File: config.mk
export PLATFORM = sky130hd
export DESIGN_NAME = fetch_unit_flat
export DESIGN_NICKNAME = d
export VERILOG_FILES = /design/src/rtl/fetch_unit_if.sv /design/src/rtl/fetch_unit.sv /design/src/flat_wrapper.sv
export SDC_FILE = /design/constraint.sdc
export NUM_CORES = 1
export LEC_CHECK = 0
export ABC_AREA = 0
export CORE_ASPECT_RATIO = 1.2
export CORE_MARGIN = 2
export CORE_UTILIZATION = 35
export CTS_BUF_LIST = sky130_fd_sc_hd__clkbuf_2 sky130_fd_sc_hd__clkbuf_4 sky130_fd_sc_hd__clkbuf_8
export DETAILED_ROUTE_END_ITERATION = 10
export GPL_ROUTABILITY_DRIVEN = 0
export PLACE_DENSITY = 0.56
export SLEW_MARGIN = 20
export SYNTH_ARGS = -nofsm -noshare
export SYNTH_HDL_FRONTEND = slang
export SYNTH_SLANG_ARGS = --single-unit
File: constraint.sdc
create_clock -name clk -period 7.8 [get_ports clk]
set_input_delay 1.56 -clock clk [delete_from_list [all_inputs] [get_ports clk]]
set_output_delay 1.56 -clock clk [all_outputs]
set_load 0.005 [all_outputs]
File: src/rtl/fetch_unit_if.sv
// Instruction-memory request/response bus between fetch_unit and instruction memory.
// The fetch unit is the master (drives request and address); the memory is the slave.
interface fetch_unit_if #(
    parameter int XLEN = 32
);
    logic            imem_req_o;
    logic [XLEN-1:0] imem_addr_o;
    logic            imem_gnt_i;
    logic            imem_rvalid_i;
    logic [31:0]     imem_rdata_i;

    modport master (
        output imem_req_o,
        output imem_addr_o,
        input  imem_gnt_i,
        input  imem_rvalid_i,
        input  imem_rdata_i
    );

    modport slave (
        input  imem_req_o,
        input  imem_addr_o,
        output imem_gnt_i,
        output imem_rvalid_i,
        output imem_rdata_i
    );
endinterface

File: src/rtl/fetch_unit.sv
// RV32I instruction fetch stage: sequential PC generation, in-order memory
// requests, a small prefetch FIFO feeding decode, and redirect handling that
// discards buffered and in-flight wrong-path words.
// Optional build macro FETCH_MISALIGN_CHECK_EN adds misalign_o and blocks
// fetching after a redirect to a non-word-aligned target; without it the two
// low target bits are simply cleared.
module fetch_unit #(
    parameter int              XLEN       = 32,
    parameter logic [XLEN-1:0] RESET_PC   = '0,
    parameter int              FIFO_DEPTH = 2
) (
    input  logic             clk,
    input  logic             rst,
    fetch_unit_if.master     imem,
    input  logic             pc_sel_i,
    input  logic [XLEN-1:0]  target_i,
    input  logic             stall_i,
    output logic [31:0]      inst_o,
    output logic [XLEN-1:0]  pc_o,
    output logic             inst_valid_o
`ifdef FETCH_MISALIGN_CHECK_EN
    ,
    output logic             misalign_o
`endif
);

    localparam int          PTR_W = (FIFO_DEPTH > 1) ? $clog2(FIFO_DEPTH) : 1;
    localparam int          CNT_W = PTR_W + 1;
    localparam logic [31:0] NOP   = 32'h0000_0013;

    typedef enum logic {FETCH, FLUSH} state_t;

    state_t          state;
    state_t          state_next;
    logic [XLEN-1:0] fetch_pc;
    logic [XLEN-1:0] resp_pc;
    logic [CNT_W-1:0] outstanding;
    logic [CNT_W-1:0] outstanding_next;
    logic [CNT_W-1:0] drop;
    logic [CNT_W-1:0] drop_next;
    logic [CNT_W-1:0] count;
    logic [PTR_W-1:0] wr_ptr;
    logic [PTR_W-1:0] rd_ptr;
    logic [31:0]      fifo_inst [FIFO_DEPTH];
    logic [XLEN-1:0]  fifo_pc   [FIFO_DEPTH];

    logic [XLEN-1:0] target_aligned;
    logic [CNT_W:0]  inflight;
    logic            room;
    logic            granted;
    logic            resp;
    logic            push;
    logic            resp_drop;
    logic            empty;
    logic            pop;
    logic            blocked;

    assign target_aligned = {target_i[XLEN-1:2], 2'b00};
    assign inflight       = {1'b0, count} + {1'b0, outstanding};
    assign room           = inflight < (CNT_W + 1)'(FIFO_DEPTH);
    assign granted        = imem.imem_req_o && imem.imem_gnt_i;
    // A response with nothing outstanding is a protocol violation and is ignored.
    assign resp           = imem.imem_rvalid_i && (outstanding != '0);
    assign resp_drop      = resp && (drop != '0);
    // Words arriving in a redirect cycle are wrong-path even when drop is still 0.
    assign push           = resp && (drop == '0) && !pc_sel_i;
    assign empty          = (count == '0);
    assign pop            = !empty && !stall_i && !pc_sel_i;

`ifdef FETCH_MISALIGN_CHECK_EN
    logic misalign;

    // Misalign flag follows the alignment of the most recent redirect target.
    always_ff @(posedge clk) begin
        if (rst) begin
            misalign <= 1'b0;
        end else if (pc_sel_i) begin
            misalign <= (target_i[1:0] != 2'b00);
        end
    end

    assign misalign_o = misalign;
    assign blocked    = misalign;
`else
    logic unused_target_lsb;

    assign unused_target_lsb = ^target_i[1:0];
    assign blocked           = 1'b0;
`endif

    // Counter bookkeeping: drop snapshots everything still in flight on a redirect.
    always_comb begin
        outstanding_next = outstanding + CNT_W'(granted) - CNT_W'(resp);
        drop_next        = drop - CNT_W'(resp_drop);
        if (pc_sel_i) begin
            drop_next = outstanding_next;
        end
    end

    // State register.
    always_ff @(posedge clk) begin
        if (rst) begin
            state <= FETCH;
        end else begin
            state <= state_next;
        end
    end

    // Next state: FLUSH only while wrong-path responses remain to be discarded.
    always_comb begin
        state_next = state;
        case (state)
            FETCH:   state_next = (pc_sel_i && (outstanding_next != '0)) ? FLUSH : FETCH;
            FLUSH:   state_next = (drop_next != '0) ? FLUSH : FETCH;
            default: state_next = FETCH;
        endcase
    end

    // Request generation: gated by buffer space, redirect, misalign block and reset.
    always_comb begin
        imem.imem_req_o = 1'b0;
        case (state)
            FETCH:   imem.imem_req_o = room && !pc_sel_i && !blocked && !rst;
            FLUSH:   imem.imem_req_o = 1'b0;
            default: imem.imem_req_o = 1'b0;
        endcase
    end

    assign imem.imem_addr_o = fetch_pc;

    // Fetch/response PCs, in-flight counters and FIFO occupancy/pointers.
    always_ff @(posedge clk) begin
        if (rst) begin
            fetch_pc    <= RESET_PC;
            resp_pc     <= RESET_PC;
            outstanding <= '0;
            drop        <= '0;
            count       <= '0;
            wr_ptr      <= '0;
            rd_ptr      <= '0;
        end else begin
            outstanding <= outstanding_next;
            drop        <= drop_next;
            if (pc_sel_i) begin
                fetch_pc <= target_aligned;
                resp_pc  <= target_aligned;
                count    <= '0;
                wr_ptr   <= '0;
                rd_ptr   <= '0;
            end else begin
                if (granted) begin
                    fetch_pc <= fetch_pc + XLEN'(4);
                end
                if (push) begin
                    resp_pc <= resp_pc + XLEN'(4);
                    wr_ptr  <= wr_ptr + PTR_W'(1);
                end
                if (pop) begin
                    rd_ptr <= rd_ptr + PTR_W'(1);
                end
                count <= count + CNT_W'(push) - CNT_W'(pop);
            end
        end
    end

    // FIFO storage: written on every accepted right-path response.
    always_ff @(posedge clk) begin
        if (push) begin
            fifo_inst[wr_ptr] <= imem.imem_rdata_i;
            fifo_pc[wr_ptr]   <= resp_pc;
        end
    end

    // When empty, decode sees a NOP and the PC of the next expected word.
    assign inst_valid_o = !empty;
    assign inst_o       = empty ? NOP : fifo_inst[rd_ptr];
    assign pc_o         = empty ? resp_pc : fifo_pc[rd_ptr];

endmodule

File: src/flat_wrapper.sv
// flat-port wrapper written by rule: the top's interface ports become plain ports
module fetch_unit_flat 
#(
    parameter int              XLEN       = 32,
    parameter logic [XLEN-1:0] RESET_PC   = '0,
    parameter int              FIFO_DEPTH = 2
)
  (clk, rst, pc_sel_i, target_i, stall_i, inst_o, pc_o, inst_valid_o, imem_imem_req_o, imem_imem_addr_o, imem_imem_gnt_i, imem_imem_rvalid_i, imem_imem_rdata_i);
  fetch_unit_if #(.XLEN(XLEN)) imem_i ();
  input  logic clk;
  input  logic rst;
  input  logic pc_sel_i;
  input  logic [XLEN-1:0] target_i;
  input  logic stall_i;
  output logic [31:0] inst_o;
  output logic [XLEN-1:0] pc_o;
  output logic inst_valid_o;
  output wire logic [$bits(imem_i.imem_req_o)-1:0] imem_imem_req_o;
  output wire logic [$bits(imem_i.imem_addr_o)-1:0] imem_imem_addr_o;
  input wire logic [$bits(imem_i.imem_gnt_i)-1:0] imem_imem_gnt_i;
  input wire logic [$bits(imem_i.imem_rvalid_i)-1:0] imem_imem_rvalid_i;
  input wire logic [$bits(imem_i.imem_rdata_i)-1:0] imem_imem_rdata_i;
  assign imem_imem_req_o = imem_i.imem_req_o;
  assign imem_imem_addr_o = imem_i.imem_addr_o;
  assign imem_i.imem_gnt_i = imem_imem_gnt_i;
  assign imem_i.imem_rvalid_i = imem_imem_rvalid_i;
  assign imem_i.imem_rdata_i = imem_imem_rdata_i;
  fetch_unit #(.XLEN(XLEN), .RESET_PC(RESET_PC), .FIFO_DEPTH(FIFO_DEPTH)) u_core (.clk(clk), .rst(rst), .imem(imem_i), .pc_sel_i(pc_sel_i), .target_i(target_i), .stall_i(stall_i), .inst_o(inst_o), .pc_o(pc_o), .inst_valid_o(inst_valid_o));
endmodule
# Word level (Yosys, flattened, before mapping)
# Memory sizes are Yosys's and may differ from the RTL's. A register that Yosys moved wholly into a read port is not among the register bits.
# Index checks and enable logic that the tools add are counted.
# Widths: inputs -> output; s select.
[op_classes]
add_sub_neg = 10
order_cmp = 1
mux = 17
bitwise_logic = 1
n_reduce_logical = 23
[ops]
columns = ["operator", "count"]
rows = [
  ["$mux 32", 6],
  ["$add 32x3->32 const B", 2],
  ["$reduce_bool 2->1", 6],
  ["$logic_and 1x1->1", 10],
  ["$mux 1", 8],
  ["$sub 2x1->2", 3],
  ["$add 2x1->2", 2],
  ["$logic_not 1->1", 4],
  ["$logic_not 2->1", 2],
  ["$pmux 1 s2", 2],
  ["$add 2x2->3", 1],
  ["$lt 3x2->1 const B", 1],
  ["$add 1x1->1 const B", 2],
  ["$mux 2", 1],
  ["$reduce_or 2->1", 1],
  ["$not 1->1", 1],
]
[word_totals]
register_bits = 73
ram_bits = 128
output_inout_bits = 98
elab_cells = 64
n_memories = 2
[mem_list]
columns = ["name", "depth", "word_bits", "rd", "rd_ports_with_merged_regs", "write_ports", "line_no", "source"]
rows = [
  ["u_core.fifo_inst", 2, 32, 1, 1, 1, "fetch_unit.sv:44", "logic [31:0] fifo_inst [FIFO_DEPTH];"],
  ["u_core.fifo_pc", 2, 32, 1, 1, 1, "fetch_unit.sv:45", "logic [XLEN-1:0] fifo_pc [FIFO_DEPTH];"],
]

# Longest topological paths before layout
# Gate-level depths: netlist of the first run.
[logic_depth]
ltp_word = 12
ltp_mapped = 11
mapped_depth_nobuf = 10

# Worst setup path after synthesis of the first run
# No wires, ideal clock.
[synth_timing]
kind = "input to register"
startpoint = "in pc_sel_i"
endpoint = "mem u_core.fifo_inst[0][0], enable pin"
setup_ns = 0.558
t_arrival_ns = 6.248
required_time_ns = 7.242
slack_ns = 0.994
path_stages = 3
path_buffers = 2
cell_sequence = "clkbuf_1 > buf_1 > nor3_1"
[synth_via]
elab_chain_cells = 4
[synth_lines]
columns = ["element", "line_no", "source"]
rows = [
  ["start: declaration", "flat_wrapper.sv:12", "input logic pc_sel_i;"],
  ["$logic_not 1->1", "fetch_unit.sv:66", "assign push = resp && (drop == '0) && !pc_sel_i;"],
  ["$logic_and 1x1->1", "fetch_unit.sv:66", ""],
  ["$mux 1", "fetch_unit.sv:168", "if (push) begin"],
  ["$mux 1 (implied by the code)", "fetch_unit.sv:169", "fifo_inst[wr_ptr] <= imem.imem_rdata_i;"],
  ["end: declaration", "fetch_unit.sv:44", ""],
]
# No other way between the ends.

# Final worst setup path of the first run
[layout_timing]
startpoint = "in pc_sel_i"
endpoint = "out imem_imem_req_o"
[layout_via]
elab_chain_cells = 4
[layout_lines]
columns = ["element", "line_no", "source"]
rows = [
  ["$logic_not 1->1", "fetch_unit.sv:123", "FETCH: imem.imem_req_o = room && !pc_sel_i && !blocked && !rst;"],
  ["$logic_and 1x1->1 (2 in a row)", "fetch_unit.sv:123", ""],
  ["$pmux 1 s2", "fetch_unit.sv:122", "case (state)"],
  ["end: declaration", "flat_wrapper.sv:18", "output wire logic [$bits(imem_i.imem_req_o)-1:0] imem_imem_req_o;"],
]
# No other way between the ends.

==> results of run 1 <==
[kinds of logic after synthesis]
logic type / count (synthesis) / synth area share [%]
AND/OR/NAND/NOR: 237 / 13.4
flip-flops: 194 / 59.7
AO/OA/AOI/OAI: 127 / 9.59
multiplexers: 64 / 7.47
XOR/XNOR: 58 / 5.91
buffers and inverters: 56 / 2.64
adder cells (fa/ha/maj): 8 / 1.25
other: 1 / 0.0437
[stage by stage]
stage                     instance area [sq um]  util (%)  instances  hold WS (ns)
after floorplan                            8600         -        748         0.481
after CTS                                 10900      45.3       1230         0.540
after global routing                      10900      45.4       1230         0.569
after global placement                    10500      43.8       1198         0.496
after detailed placement                  10500      43.8       1198         0.508
final                                     10900      45.4       1230         0.548
[Yosys cell counts, drive strengths merged (5+ instances only)]
cell,count
nor4,11
nand2,65
and4,7
and2,5
clkbuf,28
mux2i,63
edfxtp,124
dfxtp,70
nand3,23
o21a,16
o22ai,8
a211oi,11
xor2,29
nand4,24
a21boi,28
ha,7
o21ai,39
buf,12
a31oi,7
inv,16
and3,8
a21oi,8
nor2,70
xnor2,29
nor3,11
[worst max-delay path, cell delays in order]
cell	delay, ns
sky130_fd_sc_hd__clkdlybuf4s50_1	0.40
sky130_fd_sc_hd__buf_4	0.23
sky130_fd_sc_hd__or4_1	0.52
sky130_fd_sc_hd__nor2_1	0.11
sky130_fd_sc_hd__clkdlybuf4s50_1	0.51
[per-layer routing]
| layer | global-route usage, % | vias up | part of all wire, % |
|---|---|---|---|
| met4 | 5.09 | 0 | 1.6 |
| met1 | 22.3 | 2866 | 47 |
| li1 | - | 3038 | - |
| met2 | 26.5 | 184 | 48 |
| met5 | 0 | - | 0 |
| met3 | 3.17 | 25 | 4.2 |
[flip-flops by register name, summed over array words and instances (netlist names), named ones only]
register	cells
u_core.count	2
u_core.drop	2
u_core.fifo_inst	64
u_core.fifo_pc	60
u_core.imem.imem_addr_o	30
u_core.outstanding	2
u_core.rd_ptr	1
u_core.resp_pc	30
u_core.state	1
u_core.wr_ptr	1
[worst max-delay path by stage]
stage | end | slack [ns]
floorplan | u_core.fifo_inst[0][0] | 0.99
global placement | imem_imem_req_o | 2.93
detailed placement | imem_imem_req_o | 2.93
CTS | imem_imem_req_o | 2.91
global route | imem_imem_req_o | 2.78
finish | imem_imem_req_o | 2.92
[power groups by stage]
stage / registers (mW) / clock network, mW / logic (mW)
floorplan: 1.23 / 0 / 0.146
global placement: 1.24 / 0 / 0.303
CTS: 1.21 / 0.639 / 0.307
detailed placement: 1.24 / 0 / 0.305
global route: 1.23 / 0.675 / 0.335
finish: 1.21 / 0.612 / 0.302
[area by class of cell]
cell class | count | area [sq um]
repair buffers | 170 | 1680
fillers | 2291 | 13100
flip-flops and latches | 194 | 5130
well taps | 320 | 400
inverters | 16 | 60.1
clock inverters | 14 | 121
multi-input cells | 498 | 3280
clock buffers | 18 | 241
==> results.txt, run 1 <==
The top-level I/O count came out at 168. Setup violations remaining at the end of the flow were counted as 0. In this run the most critical hold path is launched from u_core.rd_ptr.

The initial antenna violation count came out at 0. For the worst flop-to-flop path, the logic depth is 10. The clock period minus worst slack is 4.88 ns. The wire-length estimate of the detail-placed layout is 14.1 mm.

The maximum number of pins on one net before global-route repair came out at 78. The number of maximum-capacitance violations came out at 0. The core region is 24000 sq um.

The die span in x is 147 um. The via density per instance is 4.97. The final setup skew is 0.0261 ns. The CTS tree is yes.

The number of buffers created by CTS is 17. Port buffering added 161 buffers. The number of buffers inserted for hold repair after clock tree synthesis is 0.

The number of cells upsized or downsized after cts is 0. The row count came out at 62. The sequential share of power is 57.1%. After layout, the worst path uses 62.6% of the clock period. The routed design has 20.8 mm of wire. The Yosys step of the flow raised 0 warnings. The sink count of the clock tree is 194. The flip-flop and latch count after synthesis is 194. The logic gate share of total power is 14.2%. In the layout the commonest cells are sky130_fd_sc_hd__clkdlybuf4s50_1 (161), sky130_fd_sc_hd__edfxtp_1 (124), sky130_fd_sc_hd__nor2_1 (69), sky130_fd_sc_hd__dfxtp_1 (69), sky130_fd_sc_hd__nand2_1 (65). The biggest fanout along the worst timing path came out at 23. The DRC marker count from the first detailed-route iteration came out at 270. The most common flop cell mapped by yosys is sky130_fd_sc_hd__edfxtp_1. The overall routing resource usage came out at 16.4%.

Counting along the longest clock path gives a buffer depth of 2. The endpoint identified for the worst register-to-register timing path is u_core.state. By area the synthesized netlist is led by sky130_fd_sc_hd__edfxtp_1 (43%), sky130_fd_sc_hd__dfxtp_1 (16%), sky130_fd_sc_hd__mux2i_1 (7.3%). The top-area cell type share of the netlist area came out at 43.4%. The run finished with clean final reports. For this design the static power due to leakage is 3.49 nW.

The count of vias placed by the detailed router is 6113. For this run the aggregate overflow at the end of global routing stands at 0. The part of the Yosys area used for sequential elements is 59.7%. Once the floorplan was initialized, standard cells occupied 35.7% of the core. sky130_fd_sc_hd__edfxtp_1 takes more of the synthesized area than any other cell. The hold-critical path endpoint is u_core.rd_ptr.

The class of the worst hold path is reg -> reg. In this run, synthesis inferred 124 flip-flops with an integrated enable. The analysis attributes to net switching a power of 576 uW. The instance count along the most critical hold path is 2. The clock network fraction of total power came out at 28.7%. STA puts the critical path data required time at 6.24 ns.

The number of diodes is 0. The number of setup buffers added after CTS came out at 0. The worst setup path is captured at a primary output. Adding up every negative setup slack in the final design gives 0 ns.

The overall die area came out at 25800 sq um. Leaving out fill and tap cells, the most frequent cell in the layout is sky130_fd_sc_hd__clkdlybuf4s50_1. The synthesis-to-layout area growth is 27.0%.

The startpoint kind of the worst setup timing path is an input pin. Clock-pin slew was measured on the worst setup and hold paths at 0.10 ns. For this run, asynchronously set or reset flops after synthesis account for 0%. The worst setup slack after placement came out at 2.93 ns. VDD sags by at most 0.101 mV. The design draws 2.13 mW. The count of TritonRoute iterations in the first routing pass is 4.

The floorplan step set the die height to 176 um. After detailed routing, the average wire length per cell comes to 16.9 um. The average instance in the mapped netlist occupies 11.5 sq um. The worst slew margin relative to its limit came out at 40.5%.

The number of nets in the layout is 975. The final worst setup slack is 2.92 ns. The critical path is of the in -> out type.

The internal power component came out at 1.55 mW. The number of remaining DRC errors came out at 0. The worst endpoint data arrival time came out at 3.32 ns. The post-route netlist has 5.82% of its cells at a drive strength greater than 1. The global-route wire length before repair came out at 32.6 mm. The setup slack of the most critical reg-to-reg path came out at 4.45 ns.

The launching point of the worst reg2reg path is u_core.count[0]. The insertion delay of the later-clocked pin in the worst-skew pair came out at 0.47 ns. The remaining antenna violation count after routing came out at 0. The number of global-route vias before repair is 5837. The total number of H-tree levels is 4. In the synthesized netlist, the number of instances is 745. For this design the ratio of total power to cell area is 195 nW/um^2.

The achievable frequency came out at 0.205 GHz. The critical path starts at pc_sel_i. The number of pins with negative max-slew slack in the final report came out at 0. The number of hold violations in the final report came to 0. Net switching is 27.1% of the power. Setup repair after global routing left no endpoint under its margin. The synthesized area is 8590 sq um. The netlist uses 47 different library cells. At the pin with the least slew margin, the transition time is 0.892 ns. The clock tree root buffer cell is sky130_fd_sc_hd__clkbuf_8.
(Power assumes the default switching activity.)
==> inputs of run 2 (changes only) <==
==> constraint.sdc (replaced) <==
create_clock -name clk -period 4.8 [get_ports clk]
set_input_delay 0.96 -clock clk [delete_from_list [all_inputs] [get_ports clk]]
set_output_delay 0.96 -clock clk [all_outputs]
set_load 0.005 [all_outputs]
==> run 2 against run 1 <==
Sequential power rose by 63%. Die area did not move. Sequential share of layout area fell by 0.32 points. Non-clock buffer count rose by 3. Setup slack got worse by 1.8 ns. Core utilization rose by 0.31 points. Combinational power rose by 64%. Global-route usage rose by 0.13 points. Count of clock-buffer cells in the layout did not move. Clock skew fell by 0.0084 ns. Critical endpoint unchanged. Largest cell class unchanged.
==> results.txt, run 2 (synthesized netlist as in run 1, its figures left out) <==
The worst-case reg-to-reg path depth is 10 (unchanged). The delay of the slowest cell on the worst path came out at 0.56 ns (was 0.52 ns). The post-layout instance area is 11000 sq um (was 10900 sq um).

The clock-pin slew on the worst setup and hold paths is 0.10 ns (about the same). The fraction of final layout cells sized beyond drive strength 1 is 5.91% (was 5.82%). Run status: completed (unchanged). The count of vias placed by the detailed router is 6084 (was 6113).

The number of remaining DRC errors is 0 (unchanged). The number of hold violations in the final report is 0 (unchanged). The class of the worst hold path is reg -> reg (unchanged).

The die extent in y is 176 um (unchanged). Unrepaired setup endpoints after global routing: false (unchanged). The fill cell instance count of the final layout is 2312 (was 2291). The power density relative to cell area is 317 nW/um^2 (was 195 nW/um^2). The critical path data required time came to 3.84 ns (was 6.24 ns).

The largest register by flop count is u_core.fifo_inst (unchanged). The final setup TNS is 0 ns (unchanged). The logic gate share of total power is 14.2% (about the same). The internal power component is 2.53 mW (was 1.55 mW). The worst slew margin relative to its limit is 36.9% (was 40.5%).

Largest registers in the final layout: u_core.fifo_inst: 64 flops, u_core.fifo_pc: 60 flops (unchanged). The number of nets in the layout came to 978 (was 975). Critical path, cell by cell: inv_1 -> nor2_1 -> fa_1 -> or4_1 -> nor2_1 -> clkdlybuf4s50_1 (was clkdlybuf4s50_1 -> buf_4 -> or4_1 -> nor2_1 -> clkdlybuf4s50_1). The clock period minus worst slack came out at 3.65 ns. The most common cell after layout, fill and taps aside was sky130_fd_sc_hd__clkdlybuf4s50_1 (unchanged). The count of TritonRoute iterations in the first routing pass came out at 4 (unchanged). The multi-input gate area in the final layout was 3280 sq um (unchanged). The number of buffers inserted for hold repair after clock tree synthesis was 0 (unchanged).

The average routed wire per standard cell came out at 17.0 um (was 16.9 um). The share of the cycle needed by the critical path after routing came out at 76.0%. The switching portion of total power is 27.2% (was 27.1%).

The total half-perimeter wirelength after legalization and detailed placement is 14.2 mm (was 14.1 mm). The instance count along the most critical hold path was 2 (unchanged). The switching power total came out at 945 uW (was 576 uW). The total number of H-tree levels came to 4 (unchanged). The overall die area is 25800 sq um (unchanged). The buffer depth of the longest clock path came out at 2 (unchanged).

The via density per instance is 4.93 (was 4.97). The number of buffers created by CTS came out at 17 (unchanged). The number of flip-flops in the largest register is 64 (unchanged).

The CTS tree is yes (unchanged). The core area came to 24000 sq um (unchanged). The slew at the pin closest to its max-slew limit is 0.946 ns (was 0.892 ns). The cell with the largest stage delay on the worst path is sky130_fd_sc_hd__or4_1 (unchanged). The critical setup path kind is reg -> out (was in -> out).

The number of cells upsized or downsized after cts is 0 (unchanged). The global-route wire length before repair came out at 33.1 mm (was 32.6 mm). The clock tree root buffer cell was sky130_fd_sc_hd__clkbuf_8 (unchanged). The startpoint kind of the worst setup timing path is a register (was input pin).

The cell type group with the largest total delay on the critical path is simple AND/OR/NAND/NOR gates (was buffers and inverters). The synthesis-to-layout area growth came out at 27.9% (was 27.0%). The worst endpoint data arrival time came out at 2.69 ns (was 3.32 ns). The number of pins with negative max-slew slack in the final report is 0 (unchanged). The total detailed-routing wirelength is 20.9 mm (was 20.8 mm). The remaining antenna violation count after routing is 0 (unchanged). The setup violation total in the final timing report is 0 (unchanged). The sink count of the clock tree came out at 194 (unchanged). The critical path buffer and inverter count is 2 (was 3). The largest voltage drop on the vdd net is 0.172 mV (was 0.101 mV). The static leakage came out at 3.52 nW (was 3.49 nW). The clock network fraction of total power came out at 29.0% (was 28.7%). The top-level I/O count came out at 168 (unchanged). The placed cell count came to 1201 (was 1198).

The final setup skew came out at 0.0177 ns (was 0.0261 ns). The placement-stage cell area came to 10600 sq um (was 10500 sq um). The final total power came out at 3.48 mW (was 2.13 mW). The maximum number of pins on one net before global-route repair is 63 (was 78).

The effective utilization at floorplan came out at 35.7% (unchanged). The number of setup buffers added after CTS was 0 (unchanged). The DRC marker count from the first detailed-route iteration is 277 (was 270). The biggest fanout along the worst timing path was 3 (was 23).

The worst hold slack came out at 0.528 ns (was 0.548 ns). The die span in x came out at 147 um (unchanged). The count of buffers from port buffering is 161 (unchanged). The number of diodes came to 0 (unchanged).

The number of global-route vias before repair is 5958 (was 5837). The row count is 62 (unchanged). The most repeated library cell on the critical path was sky130_fd_sc_hd__nor2_1 (was sky130_fd_sc_hd__clkdlybuf4s50_1). Most frequent cells in the layout: sky130_fd_sc_hd__clkdlybuf4s50_1 (161), sky130_fd_sc_hd__edfxtp_1 (124), sky130_fd_sc_hd__nor2_1 (69), sky130_fd_sc_hd__dfxtp_1 (69), sky130_fd_sc_hd__nand2_1 (65) (unchanged).

The overall routing resource usage is 16.5% (was 16.4%). The logic depth of the worst setup path including buffers is 6 (was 5). The sequential share of power came out at 56.7% (was 57.1%). The achievable frequency is 0.274 GHz. The initial antenna violation count came out at 0 (unchanged). The count of non-filler cells in the finished layout was 1233 (was 1230).

The number of maximum-capacitance violations is 0 (unchanged). The insertion delay of the later-clocked pin in the worst-skew pair came out at 0.47 ns (about the same). The total global routing overflow is 0 (unchanged). The footprint of the flip-flops and latches is 5130 sq um (unchanged). The capturing element type of the critical path is a primary output (unchanged).
## run 2: changes by cell type in the layout (fill, tap and decap cells not counted), sizes merged
cell	delta
inv	+2
buf	+3
clkinv	-2
## run 2: final cells by class
| class | count | share of cell area, % |
|---|---|---|
| well taps | 320 | 3.65 |
| clock inverters | 14 | 1.07 |
| repair buffers | 173 | 16.0 |
| clock buffers | 18 | 2.26 |
| inverters | 16 | 0.547 |
| multi-input cells | 498 | 29.8 |
| flip-flops and latches | 194 | 46.7 |
## run 2: per-layer routing
layer	vias up	track usage, %	share of wire (%)
li1	3033	-	-
met1	2873	22.1	47
met2	156	27.3	47
met3	22	3.38	4.1
met4	0	4.61	1.3
met5	-	0	0
## run 2: stage by stage
step | utilization, % | setup WS, ns
2_1_floorplan | - | 0.534
3_3_place_gp | 44.1 | 1.20
3_5_place_dp | 44.1 | 1.18
4_1_cts | 45.6 | 1.09
5_1_grt | 45.7 | 0.926
6_report | 45.7 | 1.15
## run 2: worst min-delay path, cell delays in order, from the launching register on
cell and delay [ns]:
sky130_fd_sc_hd__dfxtp_1 0.33, sky130_fd_sc_hd__xnor2_1 0.09, sky130_fd_sc_hd__nor2_1 0.08
## run 2: path summary, 6_finish.rpt
check	from	to	slack, ns
max	u_core.count[0]	imem_imem_req_o	1.15
min	u_core.rd_ptr	u_core.rd_ptr	0.53
max reg2reg	u_core.count[0]	u_core.state	1.44
min reg2reg	u_core.rd_ptr	u_core.rd_ptr	0.53
## run 2: power by group through the flow
stage          Combinational (mW)  Clock, mW  Sequential [mW]
3_5_place_dp                0.501          0             2.01
6_report                    0.495       1.01             1.97
5_1_grt                     0.550       1.10             1.99
2_1_floorplan               0.237          0             1.99
3_3_place_gp                0.498          0             2.01
4_1_cts                     0.504       1.05             1.97
